File: config.mk
export PLATFORM = sky130hd
export DESIGN_NAME = uart_rx_fifo
export DESIGN_NICKNAME = d
export VERILOG_FILES = /design/src/rtl/uart_rx_fifo.sv
export SDC_FILE = /design/constraint.sdc
export NUM_CORES = 1
export LEC_CHECK = 0
export ABC_AREA = 1
export CAP_MARGIN = 20
export CORE_MARGIN = 5
export CORE_UTILIZATION = 35
export CTS_BUF_LIST = sky130_fd_sc_hd__clkbuf_8
export CTS_CLUSTER_DIAMETER = 80
export DETAILED_ROUTE_END_ITERATION = 8
export GPL_ROUTABILITY_DRIVEN = 0
export PLACE_DENSITY = 0.52
export SLEW_MARGIN = 20
export SYNTH_ARGS = -nofsm -noshare
export SYNTH_HDL_FRONTEND = slang
export SYNTH_SLANG_ARGS = --single-unit
export TNS_END_PERCENT = 100
File: constraint.sdc
create_clock -name clk -period 4.8 [get_ports clk]
set_input_delay 0.72 -clock clk [delete_from_list [all_inputs] [get_ports clk]]
set_output_delay 0.72 -clock clk [all_outputs]
set_load 0.1 [all_outputs]
File: src/rtl/uart_rx_fifo.sv
// Receive FIFO behind a UART receiver: buffers good frames, drops errored or
// overflowing frames and records each kind of drop in its own sticky flag.
module uart_rx_fifo #(
   parameter  int FRAME_WIDTH = 8,
   parameter  int DEPTH       = 8,
   localparam int ADDR_WIDTH  = $clog2(DEPTH)
) (
   input  logic                   clk,
   input  logic                   rst,
   input  logic [FRAME_WIDTH-1:0] rx_data,
   input  logic                   rx_done,
   input  logic                   rx_err,
   input  logic                   rd_en,
   input  logic                   clr,
   output logic [FRAME_WIDTH-1:0] rd_data,
   output logic                   rd_valid,
   output logic                   empty,
   output logic                   full,
   output logic [ADDR_WIDTH:0]    count,
   output logic                   overflow,
   output logic                   frame_err
);

   localparam logic [ADDR_WIDTH:0]   C_DEPTH   = (ADDR_WIDTH+1)'(DEPTH);
   localparam logic [ADDR_WIDTH:0]   C_CNT_ONE = (ADDR_WIDTH+1)'(32'd1);
   localparam logic [ADDR_WIDTH-1:0] C_PTR_ONE = ADDR_WIDTH'(32'd1);

   logic [FRAME_WIDTH-1:0] r_mem [DEPTH];
   logic [ADDR_WIDTH-1:0]  r_wr_ptr;
   logic [ADDR_WIDTH-1:0]  r_rd_ptr;
   logic [ADDR_WIDTH:0]    r_count;
   logic [FRAME_WIDTH-1:0] r_rd_data;
   logic                   r_rd_valid;
   logic                   r_overflow;
   logic                   r_frame_err;

   logic w_empty;
   logic w_full;
   logic w_good_frame;
   logic w_rd_accept;
   logic w_wr_accept;
   logic w_overflow_evt;
   logic w_frame_err_evt;

   assign w_empty = (r_count == {(ADDR_WIDTH+1){1'b0}});
   assign w_full  = (r_count == C_DEPTH);

   // A read frees the head slot in the same edge, so a full FIFO can still take a write when rd_en=1.
   assign w_good_frame    = rx_done & ~rx_err;
   assign w_rd_accept     = rd_en & ~w_empty;
   assign w_wr_accept     = w_good_frame & (~w_full | rd_en);
   assign w_overflow_evt  = w_good_frame & w_full & ~rd_en;
   assign w_frame_err_evt = rx_done & rx_err;

   // Storage array; deliberately not reset, contents are only visible after being written.
   always_ff @(posedge clk) begin
      if (w_wr_accept) begin
         r_mem[r_wr_ptr] <= rx_data;
      end
   end

   // Pointers and occupancy count.
   always_ff @(posedge clk or negedge rst) begin
      if (!rst) begin
         r_wr_ptr <= {ADDR_WIDTH{1'b0}};
         r_rd_ptr <= {ADDR_WIDTH{1'b0}};
         r_count  <= {(ADDR_WIDTH+1){1'b0}};
      end else begin
         if (w_wr_accept) begin
            r_wr_ptr <= r_wr_ptr + C_PTR_ONE;
         end
         if (w_rd_accept) begin
            r_rd_ptr <= r_rd_ptr + C_PTR_ONE;
         end
         case ({w_wr_accept, w_rd_accept})
            2'b10:   r_count <= r_count + C_CNT_ONE;
            2'b01:   r_count <= r_count - C_CNT_ONE;
            default: r_count <= r_count;
         endcase
      end
   end

   // Read port: data holds between reads, valid is a single-cycle strobe.
   always_ff @(posedge clk or negedge rst) begin
      if (!rst) begin
         r_rd_data  <= {FRAME_WIDTH{1'b0}};
         r_rd_valid <= 1'b0;
      end else begin
         r_rd_valid <= w_rd_accept;
         if (w_rd_accept) begin
            r_rd_data <= r_mem[r_rd_ptr];
         end
      end
   end

   // Sticky drop flags; a set event in the same cycle as clr takes priority.
   always_ff @(posedge clk or negedge rst) begin
      if (!rst) begin
         r_overflow  <= 1'b0;
         r_frame_err <= 1'b0;
      end else begin
         if (w_overflow_evt) begin
            r_overflow <= 1'b1;
         end else if (clr) begin
            r_overflow <= 1'b0;
         end
         if (w_frame_err_evt) begin
            r_frame_err <= 1'b1;
         end else if (clr) begin
            r_frame_err <= 1'b0;
         end
      end
   end

   assign rd_data   = r_rd_data;
   assign rd_valid  = r_rd_valid;
   assign empty     = w_empty;
   assign full      = w_full;
   assign count     = r_count;
   assign overflow  = r_overflow;
   assign frame_err = r_frame_err;

endmodule

==> flow_metrics.py, run 1 <==
metrics = {
    "run_status": {
        "outcome": "finished clean",
    },
    "die": {
        "fp-row-count": 38,
        "design.core.area_sq_um": 10800,
        "die_w_um": 115,
        "die_area_sq_um": 13200,
        "initial_core_util": 0.356,
        "chipHeight_um": 115,
        "ios": 31,
    },
    "cts": {
        "cts_tree": "yes",
        "clock-sinks": 85,
        "htreeDepth": 3,
        "cts_buffer_depth": 2,
        "postCtsSetupBuffers": 0,
        "cts-root-buf": "clkbuf_8",
        "cts_resized": 0,
        "hold_buffers": 0,
        "cts_buffers": 9,
        "clk_pin_slew_ns": 0.09,
        "clkLatencyLatePin_ns": 0.35,
    },
    "power_and_ir_drop": {
        "p_leak_nw": 1.95,
        "p_per_area_nw_per_um2": 656,
        "worst_ir_drop_vdd_uv": 423,
    },
    "yosys": {
        "synth-edff-count": 64,
        "synth_area_leaders": "edfxtp_1 (50%), dfrtp_1 (14%), nand2_1 (11%), inv_1 (6.2%), nand3_1 (5.5%)",
        "syn-num-nets": 392,
        "ys_top_cells_by_count": "nand2_1 (114), edfxtp_1 (64), inv_1 (63)",
        "synth_compound_area_frac": 0.00945,
        "synth_cell_type_count": 27,
        "yosysMostFrequentCell": "nand2_1",
        "synthMuxAreaShare": 0,
        "synthAdderAreaFrac": 0.0215,
        "avgSynthCellArea_sq_um": 10.3,
        "synthArstFlopShare": 0.247,
        "synth_top_family_by_area": "simple AND/OR/NAND/NOR gates",
        "ys_seq_area_frac": 0.637,
        "synth_top_cell_area_share": 0.500,
        "syn_inst": 372,
        "synth-simple-area-share": 0.234,
        "synth_area_leader_cell": "edfxtp_1",
        "yosys_warnings": 0,
        "synth_ff_type": "edfxtp_1",
        "synth_xor_xnor_area_share": 0.00912,
        "ys_seq_elements": 85,
        "syn_area_sq_um": 3840,
    },
    "route": {
        "antenna_left": 0,
        "dr_total_vias": 2515,
        "detail_route.wirelength_mm": 8.36,
        "avgRoutedWirePerCell_um": 15.3,
        "first_pass_iters": 4,
        "drt-initial-drc-count": 143,
        "drt-vias-per-instance": 4.60,
        "drc": 0,
    },
    "critical_path": {
        "cp_data_arrival_time_ns": 2.29,
        "r2r-start": "count[1]$_DFFE_PN0P_",
        "cp-end-kind": "primary output",
        "crit_type": "reg -> out",
        "crit_required_ns": 4.08,
        "cp_max_fo": 5,
        "start_kind": "flop",
        "setup.worst_path.start": "count[3]$_DFFE_PN0P_",
    },
    "global_routing": {
        "antenna_found_initial": 0,
        "grt_overflow": 0,
        "grt_max_degree": 35,
        "grt_util_all_layers": 0.137,
        "grt_pass1_wl_mm": 13.5,
        "grt_pass1_vias": 2554,
    },
    "finish": {
        "num-nets-final": 422,
        "regArea_sq_um": 2450,
        "post-route-util": 0.415,
        "antenna_cells": 0,
        "final_layout_size_suffix_gt1_frac": 0.118,
        "final_cells": 547,
        "syn_to_final_growth_pct": 16.7,
        "n_fill_cell": 1056,
        "multi_input_area_sq_um": 1050,
    },
    "place": {
        "dp_slack_ns": 2.00,
        "hpwl_mm": 5.60,
        "dp.cells": 531,
        "io_buffers": 30,
    },
    "timing": {
        "max_slew_margin": 0.338,
        "worstMarginPinSlew_ns": 0.990,
        "rsz0062_at_grt": "false",
        "max_freq_mhz": 332,
        "setup_viol": 0,
        "min_period_ns": 3.01,
        "setup_tns_ns": 0,
        "worst_clock_skew_ns": 0.0135,
        "fin_ws_ns": 1.79,
        "slew_violations": 0,
        "period_share": 0.628,
        "hold_viol_final": 0,
    },
    "worst_hold_path": {
        "holdCritPathClass": "in -> async",
    },
    "flow_run": {
        "max_cap_viol_count": 0,
    },
}
==> final cells by class <==
cell class                      count  area share
Sequential cell                    85       0.546
Multi-Input combinational cell    208       0.235
Timing Repair Buffer               31      0.0675
Inverter                           67      0.0578
Tap cell                          140      0.0391
Clock buffer                       10      0.0307
Clock inverter                      6      0.0243
==> layer usage <==
layer	track usage	share of wire	routed length, um	vias up
met5	0	0	0	-
met4	0.0548	0.018	150	0
met3	0.0311	0.057	476	12
met2	0.218	0.48	3990	49
met1	0.181	0.45	3750	1210
li1	-	-	-	1244
==> worst paths after layout <==
kind,to,slack [ns],depth (start not counted)
setup / recovery,full,1.79,3
hold / removal,rd_data[5]$_DFFE_PN0P_,0.32,1
min in group clk,rd_data[4]$_DFFE_PN0P_,0.50,2
max in group asynchronous,r_wr_ptr[0]$_DFFE_PN0P_,4.12,1
hold reg to reg,rd_data[4]$_DFFE_PN0P_,0.50,2
setup reg to reg,count[3]$_DFFE_PN0P_,2.58,12
==> where the power goes <==
group	leakage (nW)	internal [W]	switching, W
Clock	0.129	0.000361	0.000258
Sequential	0.835	0.000906	0.000121
Combinational	0.990	0.000341	0.000956
Total	1.95	0.00161	0.00134
==> logic make-up (layout without fill, tap and decap cells) <==
family,after synthesis,count (layout)
flops,85,85
simple gates,191,191
fa+ha+maj,6,6
buf+inv,79,114
compound gates,7,7
xor+xnor,4,4
==> per-stage QoR <==
stage | hold slack (ns) | total power [W] | cell area [sq um]
after floorplan | 0.424 | 0.00203 | 3840
after global placement | 0.487 | 0.00234 | 4240
after detailed placement | 0.486 | 0.00236 | 4240
after CTS | 0.510 | 0.00298 | 4490
after global routing | 0.354 | 0.00312 | 4480
final | 0.324 | 0.00294 | 4480
==> layout by cell type (no fill, tap or decap), drive strengths merged <==
cell,count
xor2,2
ha,5
inv,69
clkdlybuf4s50,29
buf,2
dfrtp,21
nor4,1
o22ai,1
fa,1
xnor2,2
nand3,52
bufinv,3
edfxtp,64
nor2,11
clkbuf,10
o21ai,6
nand4,1
nand2,124
or2,2
clkinv,1
==> worst max-delay path, cell delays in order, from the launching register on <==
cell and delay [ns]:
dfrtp_1 0.43, inv_1 0.11, nor4_1 0.23, clkdlybuf4s50_1 1.18
==> state kept, by name, indices dropped and copies added (netlist names) <==
signal	count
count	4
frame_err	1
overflow	1
r_mem	64
r_rd_ptr	3
r_wr_ptr	3
rd_data	8
rd_valid	1
Power figures use the tool's default switching activity.
==> run 2, diff against run 1 <==
--- a/config.mk
+++ b/config.mk
@@ -13,7 +13,7 @@
 export CTS_CLUSTER_DIAMETER = 80
 export DETAILED_ROUTE_END_ITERATION = 8
 export GPL_ROUTABILITY_DRIVEN = 0
-export PLACE_DENSITY = 0.52
+export PLACE_DENSITY = 0.53
 export SLEW_MARGIN = 20
 export SYNTH_ARGS = -nofsm -noshare
 export SYNTH_HDL_FRONTEND = slang
==> constraint.sdc (replaced) <==
create_clock -name clk -period 2.5 [get_ports clk]
set_input_delay 0.375 -clock clk [delete_from_list [all_inputs] [get_ports clk]]
set_output_delay 0.375 -clock clk [all_outputs]
set_load 0.1 [all_outputs]
==> run 2 against run 1 <==
Effect of this change:
- sequential power grew 91%
- sequential cell count is the same
- cell count grew 1.6%
- setup slack lost 1.3 ns
- non-clock buffer count grew 9
- clock skew shrank 0.0046 ns
- cell area shrank 0.28%
- utilization shrank 0.12 points
- combinational power grew 91%
==> flow_metrics.py, run 2 (same netlist as run 1, synthesis figures left out) <==
metrics = {
    "route": {
        "drt-vias-per-instance": 4.49,
        "avgRoutedWirePerCell_um": 14.7,
        "drc": 0,
        "drt-initial-drc-count": 105,
        "antenna_left": 0,
        "detail_route.wirelength_mm": 8.17,
        "dr_total_vias": 2495,
        "first_pass_iters": 4,
    },
    "die": {
        "design.core.area_sq_um": 10800,
        "die_area_sq_um": 13200,
        "die_w_um": 115,
        "fp-row-count": 38,
        "initial_core_util": 0.356,
        "chipHeight_um": 115,
        "ios": 31,
    },
    "timing": {
        "period_share": 0.824,
        "max_slew_margin": 0.591,
        "worst_clock_skew_ns": 0.00885,
        "fin_ws_ns": 0.441,
        "setup_tns_ns": 0,
        "min_period_ns": 2.06,
        "rsz0062_at_grt": "false",
        "max_freq_mhz": 486,
        "slew_violations": 0,
        "worstMarginPinSlew_ns": 0.612,
        "setup_viol": 0,
        "hold_viol_final": 0,
    },
    "critical_path": {
        "cp-endpoint": "count[3]$_DFFE_PN0P_",
        "r2r-start": "count[1]$_DFFE_PN0P_",
        "crit_type": "in -> reg",
        "rr_worst_depth": 11,
        "setup.worst_path.start": "rx_done",
        "crit_required_ns": 2.74,
        "cp_data_arrival_time_ns": 2.30,
        "start_kind": "primary input",
        "rr_endpoint": "count[3]$_DFFE_PN0P_",
        "r2r_slack_ns": 0.44,
        "cp-end-kind": "flop",
        "cp_max_fo": 6,
    },
    "cts": {
        "clkLatencyLatePin_ns": 0.34,
        "postCtsSetupBuffers": 0,
        "cts_buffer_depth": 2,
        "cts_tree": "yes",
        "cts-root-buf": "clkbuf_8",
        "cts_buffers": 9,
        "cts_resized": 0,
        "clk_pin_slew_ns": 0.08,
        "clock-sinks": 85,
        "hold_buffers": 0,
        "htreeDepth": 3,
    },
    "global_routing": {
        "grt_util_all_layers": 0.135,
        "busiest_layer": "met2",
        "grt_util_met3": 0.0358,
        "antenna_found_initial": 0,
        "grt_max_degree": 34,
        "grt_pass1_wl_mm": 13.4,
        "grt_pass1_vias": 2589,
        "grt_overflow": 0,
        "grt_use_met2": 0.220,
        "met1_usage": 0.178,
    },
    "power_and_ir_drop": {
        "intPower_w": 0.00284,
        "switchingPower_w": 0.00252,
        "p_leak_nw": 1.99,
        "switching_share": 0.470,
        "pwr-share-seq": 0.366,
        "worst_ir_drop_vdd_uv": 629,
        "p_clk_frac": 0.172,
        "p_per_area_nw_per_um2": 1200,
        "power_frac_comb": 0.462,
    },
    "worst_hold_path": {
        "holdCritPathClass": "in -> async",
    },
    "finish": {
        "final_common_cell": "nand2_1",
        "final_cells": 556,
        "final_layout_size_suffix_gt1_frac": 0.183,
        "antenna_cells": 0,
        "syn_to_final_growth_pct": 16.4,
        "mostFrequentLayoutCells": "nand2_1 (114), inv_1 (66), edfxtp_1 (64), nand3_1 (42), buf_4 (27)",
        "top_register": "r_mem",
        "num-nets-final": 431,
        "largest_register_ffs": 64,
    },
    "place": {
        "dp.cells": 540,
        "io_buffers": 30,
        "dp_slack_ns": 0.0806,
        "hpwl_mm": 5.39,
    },
    "run_status": {
        "outcome": "finished clean",
    },
    "flow_run": {
        "max_cap_viol_count": 0,
    },
}
[run 2: changes by cell type in the layout (fill, tap and decap cells not counted), sizes merged]
cell	change
inv	+1
bufinv	-2
clkdlybuf4s50	-16
clkinv	+1
clkbuf	-1
buf	+25
clkinvlp	+1
[run 2: metrics by stage]
| step | util | hold WS [ns] | power, W | area [sq um] |
|---|---|---|---|---|
| after global placement | 0.397 | 0.482 | 0.00449 | 4290 |
| final | 0.414 | 0.383 | 0.00537 | 4470 |
| after global routing | 0.414 | 0.409 | 0.00574 | 4470 |
| after CTS | 0.414 | 0.383 | 0.00544 | 4470 |
| after floorplan | - | 0.0794 | 0.00393 | 3860 |
| after detailed placement | 0.397 | 0.484 | 0.00451 | 4290 |
[run 2: metal layers]
metal  up-vias  part of all wire
met5         -                 0
met4         0            0.0072
met3         6             0.036
met2        39              0.50
met1      1195              0.46
li1       1255                 -
[run 2: worst min-delay path by stage]
| stage | slack [ns] | endpoint | cells after the start | start |
|---|---|---|---|---|
| 2_1_floorplan | 0.08 | count[0]$_DFFE_PN0P_ | 0 | rst |
| 3_3_place_gp | 0.48 | rd_data[7]$_DFFE_PN0P_ | 2 | rd_data[7]$_DFFE_PN0P_ |
| 3_5_place_dp | 0.48 | rd_data[5]$_DFFE_PN0P_ | 2 | rd_data[5]$_DFFE_PN0P_ |
| 4_1_cts | 0.38 | rd_data[7]$_DFFE_PN0P_ | 2 | rst |
| 5_1_grt | 0.41 | rd_data[2]$_DFFE_PN0P_ | 2 | rst |
| 6_report | 0.38 | rd_data[2]$_DFFE_PN0P_ | 2 | rst |
[run 2: power groups by stage]
| stage | clock network, W | logic, W | registers, W |
|---|---|---|---|
| 2_1_floorplan | 0 | 0.00127 | 0.00266 |
| 6_report | 0.000922 | 0.00248 | 0.00197 |
| 3_3_place_gp | 0 | 0.00250 | 0.00199 |
| 5_1_grt | 0.00101 | 0.00272 | 0.00201 |
| 4_1_cts | 0.000954 | 0.00252 | 0.00197 |
| 3_5_place_dp | 0 | 0.00251 | 0.00200 |
[run 2: final cells by class]
class	count	area, sq um
Clock buffer	9	124
Clock inverter	7	60.1
Fill cell	1036	6320
Inverter	67	259
Multi-Input combinational cell	208	1070
Sequential cell	85	2450
Tap cell	140	175
Timing Repair Buffer	40	333
[run 2: worst max-delay path: stages]
cell and delay [ns]:
clkdlybuf4s50_1 0.47, inv_1 0.04, nor2_1 0.22, nand2_4 0.10, ha_1 0.24, ha_1 0.32
or2_2 0.30, nand3_1 0.09, nand2_1 0.05, nand2_1 0.05, nand2_1 0.04
